===== src/rtl/rd_empty_sync.sv =====
`default_nettype none
// ============================================================================
// Module      : rd_empty_sync
// Description : Read-domain status stage of the async FIFO. Brings the
//               Gray write pointer into rclk and produces a registered
//               look-ahead empty flag, almost_empty and fill count. It also
//               exports the registered Gray read pointer to the write domain.
//               Optional feature macro: RD_EMPTY_SYNC_UNDERFLOW_EN. When it is
//               defined, the module adds a sticky underflow output.
// Revision    : 1.0 - initial release
// ============================================================================
module rd_empty_sync #(
  parameter int WIDTH       = 8,  // address bits, depth = 2**WIDTH
  parameter int SYNC_STAGES = 2,  // synchronizer depth, 2..4
  parameter int AE_THRESH   = 2   // almost_empty when count <= AE_THRESH
) (
  input  logic             rclk,
  input  logic             rd_rst,
  input  logic             rd_en,
  input  logic [WIDTH:0]   read_ptr,
  input  logic [WIDTH:0]   wr_ptr_gray,
  output logic             empty,
  output logic             almost_empty,
  output logic [WIDTH:0]   rd_count,
  output logic [WIDTH:0]   rd_ptr_gray
`ifdef RD_EMPTY_SYNC_UNDERFLOW_EN
  ,
  output logic             underflow
`endif
);

  localparam int             c_PW        = WIDTH + 1;
  localparam logic [WIDTH:0] c_AE_THRESH = c_PW'(AE_THRESH);
  localparam logic [WIDTH:0] c_ONE       = c_PW'(1);

  // Gray-to-binary conversion: XOR prefix taken from the MSB downward.
  function automatic logic [WIDTH:0] gray_to_bin(input logic [WIDTH:0] g);
    logic [WIDTH:0] b;
    b[WIDTH] = g[WIDTH];
    for (int i = WIDTH - 1; i >= 0; i--) begin
      b[i] = b[i+1] ^ g[i];
    end
    return b;
  endfunction

  // --------------------------------------------------------------------------
  // Write-pointer synchronizer. The stages are plain flops with no logic
  // between them, so a Gray code change that is in flight resolves to either
  // the old value or the new value.
  // --------------------------------------------------------------------------
  logic [WIDTH:0] r_wq_sync [SYNC_STAGES];

  // First stage captures the asynchronous Gray write pointer.
  always_ff @(posedge rclk or posedge rd_rst) begin
    if (rd_rst) begin
      r_wq_sync[0] <= '0;
    end else begin
      r_wq_sync[0] <= wr_ptr_gray;
    end
  end

  genvar s;
  generate
    for (s = 1; s < SYNC_STAGES; s++) begin : g_sync
      // Each further stage re-registers the stage before it.
      always_ff @(posedge rclk or posedge rd_rst) begin
        if (rd_rst) begin
          r_wq_sync[s] <= '0;
        end else begin
          r_wq_sync[s] <= r_wq_sync[s-1];
        end
      end
    end
  endgenerate

  logic [WIDTH:0] w_wq_gray;
  logic [WIDTH:0] w_wq_bin;

  assign w_wq_gray = r_wq_sync[SYNC_STAGES-1];
  assign w_wq_bin  = gray_to_bin(w_wq_gray);

  // --------------------------------------------------------------------------
  // Look-ahead read pointer. Each flag is computed from the pointer value
  // that read_ptr takes on this edge. As a result, empty rises on the same
  // edge that consumes the last word.
  // --------------------------------------------------------------------------
  logic           w_rd_inc;
  logic [WIDTH:0] w_rptr_next;
  logic [WIDTH:0] w_rgray_next;
  logic [WIDTH:0] w_count_next;

  // Next-pointer, Gray form and fill count. All math is modulo 2**(WIDTH+1).
  always_comb begin
    w_rd_inc     = rd_en & ~empty;
    w_rptr_next  = read_ptr + (w_rd_inc ? c_ONE : '0);
    w_rgray_next = w_rptr_next ^ (w_rptr_next >> 1);
    w_count_next = w_wq_bin - w_rptr_next;
  end

  // Registered status. The reset state reports an empty FIFO.
  always_ff @(posedge rclk or posedge rd_rst) begin
    if (rd_rst) begin
      rd_ptr_gray  <= '0;
      empty        <= 1'b1;
      almost_empty <= 1'b1;
      rd_count     <= '0;
    end else begin
      rd_ptr_gray  <= w_rgray_next;
      empty        <= (w_rgray_next == w_wq_gray);
      almost_empty <= (w_count_next <= c_AE_THRESH);
      rd_count     <= w_count_next;
    end
  end

`ifdef RD_EMPTY_SYNC_UNDERFLOW_EN
  // Sticky underflow flag. Only rd_rst clears it.
  always_ff @(posedge rclk or posedge rd_rst) begin
    if (rd_rst) begin
      underflow <= 1'b0;
    end else if (rd_en && empty) begin
      underflow <= 1'b1;
    end
  end
`endif

endmodule
`default_nettype wire


===== config.mk =====
export PLATFORM = sky130hd
export DESIGN_NAME = rd_empty_sync
export DESIGN_NICKNAME = d
export VERILOG_FILES = /design/src/rtl/rd_empty_sync.sv
export SDC_FILE = /design/constraint.sdc
export NUM_CORES = 1
export LEC_CHECK = 0
export ABC_AREA = 1
export CAP_MARGIN = 25
export CORE_UTILIZATION = 40
export CTS_BUF_LIST = sky130_fd_sc_hd__clkbuf_4 sky130_fd_sc_hd__clkbuf_8
export CTS_CLUSTER_SIZE = 40
export DETAILED_ROUTE_END_ITERATION = 10
export DONT_BUFFER_PORTS = 1
export SLEW_MARGIN = 5
export SYNTH_ARGS = -nofsm -noshare
export SYNTH_HDL_FRONTEND = slang
export SYNTH_SLANG_ARGS = --single-unit

===== constraint.sdc =====
create_clock -name rclk -period 3.3 [get_ports rclk]
set_input_delay 0.33 -clock rclk [delete_from_list [all_inputs] [get_ports rclk]]
set_output_delay 0.33 -clock rclk [all_outputs]
set_load 0.02 [all_outputs]

==> flow_metrics.tcl, run 1 <==
set metrics [dict create \
    outcome "complete, no violations" \
    clk_path_buf_depth 2 \
    layout.nets 255 \
    min_period_ns 3.005 \
    drive_gt1_share_pct 19.64 \
    wire_per_inst_um 11.98 \
    layout_common_cells "nand2_1, dfrtp_1, inv_1" \
    worstPathCellList "inv_2, nand2_1, nand3_2, nand2_1, nand2_1, nand3_2, nand2_2, nand2_1, nand3_1, nand2_2, nand2_1, nand3_1, nand2_1, ha_1, inv_1, fa_2, nand3_1, nand2_2, a21oi_1, o21bai_1, xor2_1, nand3_1, nor2_1" \
    die_height_um 72.46 \
    r2r_setup_slack_ns 0.30 \
    synth_nets 247 \
    cts_tree "yes" \
    drc 0 \
    dr.pass1.iters 4 \
    critPathMostFrequentCell "nand2_1" \
    start_util_pct 41.76 \
    fmax_mhz 332.8 \
    cp_num_buf_inv 2 \
    ios 41 \
    synth.avg_cell_area_um2 9.236 \
    antenna_found_initial 0 \
    hold_buffers 0 \
    vias_per_cell 4.625 \
    worstPathRequired_ns 3.52 \
    final_common_cell "nand2_1" \
    yosys_register_bits 38 \
    critical_path.top_delay_family "simple AND/OR/NAND/NOR gates" \
    insertion_delay_ns 0.28 \
    drv_slew 0 \
    cp.arrival_ns 3.22 \
    worst_slew_pin_slew_ns 0.4554 \
    rows 25 \
    critPathKind "flop to flop" \
    ctsRootBufferMaster "clkbuf_8" \
    max_stage_delay_ns 0.40 \
    p_per_area_nw_per_um2 570.1 \
    worstSetupStartpointType "flop" \
    gp_congestion 0.7355 \
    syn-cell-area_um2 1986 \
    postSynthCellCount 215 \
    clock_sinks 38 \
    placed_cell_area_um2 2066 \
    place_hpwl_mm 2.676 \
    period_share_pct 91.06 \
    synth.distinct_cells 28 \
    syn2layout_area_growth_pct 11.28 \
    cts_inserted_buffers 5 \
    nFillCells 472 \
    crit_path_end_kind "flop" \
    hold_violations 0 \
    grt_pass1_wl_mm 5.582 \
    tns_ns 0 \
    drtIter0Drc 29 \
    rsz0062_at_grt "no" \
    cap_violations 0 \
    antenna_cells 0 \
    slew-limit-headroom_pct 69.64 \
    die_w_um 72.46 \
    core-area_um2 4755 \
    finalSetupViolCount 0 \
    rr_startpoint "w_wq_gray[8]$_DFF_PP0_" \
    routed_wl_mm 3.485 \
    r2r_end "almost_empty$_DFF_PP1_" \
    synth_warnings 0 \
    reg2regPathDepth 23 \
    cpMaxStageDelayCell "dfrtp_1" \
    clk_pin_slew_ns 0.07 \
    holdWs_ns 0.02588 \
    cellLeakagePower_nw 1.114 \
    clock_skew_ns 0.004036 \
    grt_overflow_total 0 \
    critPathMaxFanout 3 \
    max-vdd-ir-drop_mv 0.2566 \
    portBuffers 0 \
    grt_max_degree 39 \
    die-area_um2 5250 \
    ys_seq_area_share_pct 48.02 \
    grt_usage_pct 14.20 \
    h-tree-depth 2 \
    hold_path.class "input pin to async pin" \
    grt_pass1_vias 1283 \
    num_vias 1346 \
    design_area_um2 2210 \
    ant_nets 0 \
]
-- registers in the layout (all words and copies together), names as in the netlist --
register,cells
almost_empty,1
empty,1
r_wq_sync,9
rd_count,9
rd_ptr_gray,9
w_wq_gray,9
-- synth_stat cells --
| cell type | n | share of area [%] |
|---|---|---|
| o211ai_1 | 1 | 0.38 |
| a21oi_1 | 9 | 2.3 |
| xor2_2 | 5 | 4.1 |
| nor2_1 | 6 | 1.1 |
| nor3_2 | 1 | 0.50 |
| ha_1 | 10 | 6.3 |
| nand4_1 | 1 | 0.32 |
| nand3_1 | 23 | 5.8 |
| nand4_2 | 1 | 0.63 |
| o21ai_1 | 2 | 0.50 |
| buf_6 | 1 | 0.57 |
| nand2_4 | 1 | 0.57 |
| dfrtp_1 | 36 | 45 |
| fa_1 | 1 | 1.0 |
| clkinv_2 | 1 | 0.25 |
| nand2_2 | 6 | 1.9 |
| o31ai_1 | 1 | 0.38 |
| dfstp_2 | 2 | 2.6 |
| o21bai_1 | 1 | 0.38 |
| nor2_2 | 1 | 0.32 |
| nor3_1 | 2 | 0.50 |
| nand2_1 | 50 | 9.5 |
| xnor2_1 | 1 | 0.44 |
| nand3_2 | 5 | 2.5 |
| xor2_1 | 11 | 4.9 |
| nor4_1 | 1 | 0.32 |
| inv_1 | 29 | 5.5 |
| inv_2 | 6 | 1.1 |
-- cells by family (layout without fill, tap and decap cells) --
logic type | count (synthesis) | count (layout) | synth area share, %
xor+xnor | 17 | 17 | 9.389
flops | 38 | 38 | 48.01
compound gates | 14 | 14 | 3.907
fa+ha+maj | 11 | 11 | 7.309
simple gates | 98 | 98 | 23.95
buf+inv | 37 | 46 | 7.435
-- what timing repair did --
item,4_1_cts,5_1_grt
gates resized for setup,0,5
hold endpoints to repair,0,0
endpoints found under the setup margin,0,1
setup buffers,0,1
-- how the worst max path moves through the flow --
stage | cells past startpoint | startpoint | to
floorplan | 23 | w_wq_gray[8]$_DFF_PP0_ | almost_empty$_DFF_PP1_
global placement | 23 | w_wq_gray[8]$_DFF_PP0_ | almost_empty$_DFF_PP1_
detailed placement | 23 | w_wq_gray[8]$_DFF_PP0_ | almost_empty$_DFF_PP1_
CTS | 23 | w_wq_gray[8]$_DFF_PP0_ | almost_empty$_DFF_PP1_
global route | 23 | w_wq_gray[8]$_DFF_PP0_ | almost_empty$_DFF_PP1_
finish | 23 | w_wq_gray[8]$_DFF_PP0_ | almost_empty$_DFF_PP1_
-- final cells by class --
cell class	count	area, um^2	area share, %
flip-flops and latches	38	953.4	43.15
repair buffers	2	15.01	0.6795
multi-input cells	140	907.1	41.05
clock buffers	6	76.32	3.454
inverters	36	136.4	6.172
well taps	67	83.83	3.794
clock inverters	2	37.54	1.699
-- metal layers --
layer,routed length [um],global-route usage (%),vias up
met5,0,0,-
met4,45,5.882,0
met3,246,4.583,5
met2,1583,21.39,36
met1,1610,18.95,618
li1,-,-,687
-- where the power goes --
| group | internal [mW] | total, mW | switching, mW |
|---|---|---|---|
| sequential | 0.530 | 0.627 | 0.0967 |
| combinational | 0.0908 | 0.244 | 0.153 |
| clock | 0.233 | 0.388 | 0.155 |
| total | 0.855 | 1.26 | 0.405 |
-- through the flow --
stage               utilization [%]  setup WS (ns)  instances  power (mW)
floorplan                         -         0.5903        215      0.8164
global placement              43.45         0.3429        282      0.8672
detailed placement            43.45         0.2468        282      0.8663
CTS                           45.84         0.1929        290       1.269
global route                  46.47       0.009152        291       1.336
finish                        46.47         0.2951        291       1.260
Note: power is estimated with default switching activity, not from simulation.
==> run 2: changes to the inputs <==
--- a/config.mk
+++ b/config.mk
@@ -6,7 +6,7 @@
 export NUM_CORES = 1
 export LEC_CHECK = 0
 export ABC_AREA = 1
-export CAP_MARGIN = 25
+export CAP_MARGIN = 0
 export CORE_UTILIZATION = 40
 export CTS_BUF_LIST = sky130_fd_sc_hd__clkbuf_4 sky130_fd_sc_hd__clkbuf_8
 export CTS_CLUSTER_SIZE = 40
==> results of run 2 <==
No change in the layout: final DEF, timing and power equal those of run 1.
==> run 3: changes to the inputs <==
--- a/config.mk
+++ b/config.mk
@@ -11,7 +11,7 @@
 export CTS_BUF_LIST = sky130_fd_sc_hd__clkbuf_4 sky130_fd_sc_hd__clkbuf_8
 export CTS_CLUSTER_SIZE = 40
 export DETAILED_ROUTE_END_ITERATION = 10
-export DONT_BUFFER_PORTS = 1
+export MAX_ROUTING_LAYER = met4
 export SLEW_MARGIN = 5
 export SYNTH_ARGS = -nofsm -noshare
 export SYNTH_HDL_FRONTEND = slang
==> flow_metrics.tcl, run 3 (synthesized netlist as in run 1, its figures left out) <==
set metrics [dict create \
    vias_per_cell 4.410 \
    rows 25 \
    num_vias 1464 \
    crit_path_end_kind "flop" \
    drive_gt1_share_pct 16.60 \
    ctsRootBufferMaster "clkbuf_8" \
    period_share_pct 90.26 \
    hold-path-cell-count 0 \
    reg2regPathDepth 23 \
    die_height_um 72.46 \
    drc 0 \
    max-vdd-ir-drop_mv 0.2797 \
    routed_wl_mm 3.471 \
    worst_slew_pin_slew_ns 0.6810 \
    worstSetupStartpointType "flop" \
    place_hpwl_mm 2.725 \
    dr.pass1.iters 4 \
    clock_sinks 38 \
    critPathMaxFanout 3 \
    hold_end "w_wq_gray[8]$_DFF_PP0_" \
    cts_tree "yes" \
    grt_overflow_total 0 \
    cts_inserted_buffers 5 \
    worstPathRequired_ns 3.47 \
    outcome "complete, no violations" \
    portBuffers 40 \
    drv_slew 0 \
    tns_ns 0 \
    cap_violations 0 \
    critPathKind "flop to flop" \
    place_inst 322 \
    r2r_end "rd_count[6]$_DFF_PP0_" \
    grt_usage_pct 14.84 \
    die_w_um 72.46 \
    start_util_pct 41.76 \
    finalSetupViolCount 0 \
    insertion_delay_ns 0.28 \
    grt_max_degree 22 \
    grt_pass1_vias 1348 \
    hold_violations 0 \
    worstHoldStart "r_wq_sync[17]$_DFF_PP0_" \
    clk_pin_slew_ns 0.07 \
    grt_pass1_wl_mm 5.727 \
    h-tree-depth 2 \
    core-area_um2 4755 \
    rsz0062_at_grt "no" \
    p_per_area_nw_per_um2 512.0 \
    cp.arrival_ns 3.15 \
    final_common_cell "nand2_1" \
    fin_cells 332 \
    cellLeakagePower_nw 1.269 \
    r2r_setup_slack_ns 0.32 \
    drtIter0Drc 38 \
    min_period_ns 2.979 \
    syn2layout_area_growth_pct 30.69 \
    die-area_um2 5250 \
    clock_skew_ns 0.007249 \
    ant_nets 0 \
    gp_congestion 0.7766 \
    ios 41 \
    antenna_found_initial 0 \
    antenna_cells 0 \
    wire_per_inst_um 10.45 \
    layout_common_cells "nand2_1, clkdlybuf4s50_1, dfrtp_1" \
    rr_startpoint "w_wq_gray[8]$_DFF_PP0_" \
    fmax_mhz 335.7 \
    layout.nets 296 \
    slew-limit-headroom_pct 54.55 \
    clk_path_buf_depth 2 \
    hold_path.class "flop to flop" \
]
==> run 3: timing repair <==
item / in CTS / in global routing
hold buffers: 0 / 0
endpoints found under the hold margin: 0 / 0
setup endpoints to repair: 0 / 1
resized for setup: 0 / 4
setup buffers: 0 / 2
==> run 3: layout make-up <==
type / instances / area [um^2]
clock buffers: 7 / 90.09
clock inverters: 1 / 5.005
fillers: 470 / 2160
inverters: 36 / 136.4
multi-input cells: 140 / 903.4
flip-flops and latches: 38 / 953.4
well taps: 67 / 83.83
repair buffers: 43 / 422.9
==> run 3: through the flow <==
| step | area, um^2 | hold WS (ns) | util [%] | setup WS, ns | power (mW) |
|---|---|---|---|---|---|
| 2_1_floorplan | 1986 | 0.3312 | - | 0.5903 | 0.8164 |
| 3_3_place_gp | 2466 | 0.3323 | 51.87 | 0.2488 | 0.9944 |
| 3_5_place_dp | 2466 | 0.3347 | 51.87 | 0.2718 | 0.9911 |
| 4_1_cts | 2561 | 0.3424 | 53.87 | 0.3138 | 1.328 |
| 5_1_grt | 2595 | 0.3487 | 54.58 | 0.01305 | 1.419 |
| 6_report | 2595 | 0.3387 | 54.58 | 0.3215 | 1.329 |
==> run 3: report_power, final <==
part | total (mW) | leakage (nW) | switching, mW | internal, mW
registers | 0.551 | 0.441 | 0.0213 | 0.530
clock network | 0.324 | 0.0517 | 0.147 | 0.177
logic | 0.454 | 0.776 | 0.248 | 0.205
total | 1.33 | 1.27 | 0.417 | 0.911
==> run 3: critical path, stage by stage, from the launching register on <==
cell and delay [ns]:
dfrtp_1 0.40, inv_2 0.09, nand2_1 0.08, nand3_2 0.09, nand2_1 0.08, nand2_1 0.06
nand3_1 0.11, nand2_2 0.11, nand2_1 0.06, nand3_1 0.12, nand2_2 0.08, nand2_1 0.08
nand3_1 0.07, nand2_1 0.07, ha_1 0.14, inv_1 0.05, fa_1 0.39, nand3_1 0.10
nand2_2 0.09, a21oi_2 0.13, o21bai_1 0.08, xor2_1 0.21, buf_4 0.14, inv_1 0.03
==> run 3: worst max path at each step <==
stage,endpoint,from,slack [ns],cells after the start
2_1_floorplan,almost_empty$_DFF_PP1_,w_wq_gray[8]$_DFF_PP0_,0.59,23
3_3_place_gp,almost_empty$_DFF_PP1_,rd_en,0.25,17
3_5_place_dp,almost_empty$_DFF_PP1_,rd_en,0.27,17
4_1_cts,almost_empty$_DFF_PP1_,w_wq_gray[8]$_DFF_PP0_,0.31,22
5_1_grt,almost_empty$_DFF_PP1_,w_wq_gray[8]$_DFF_PP0_,0.01,23
6_report,rd_count[6]$_DFF_PP0_,w_wq_gray[8]$_DFF_PP0_,0.32,23
==> run 3: routing by layer <==
metal	up-vias	wire [um]	track usage, %
met5	-	0	-
met4	0	46	5.882
met1	662	1739	19.87
li1	763	-	-
met2	34	1520	21.81
met3	5	164	3.472
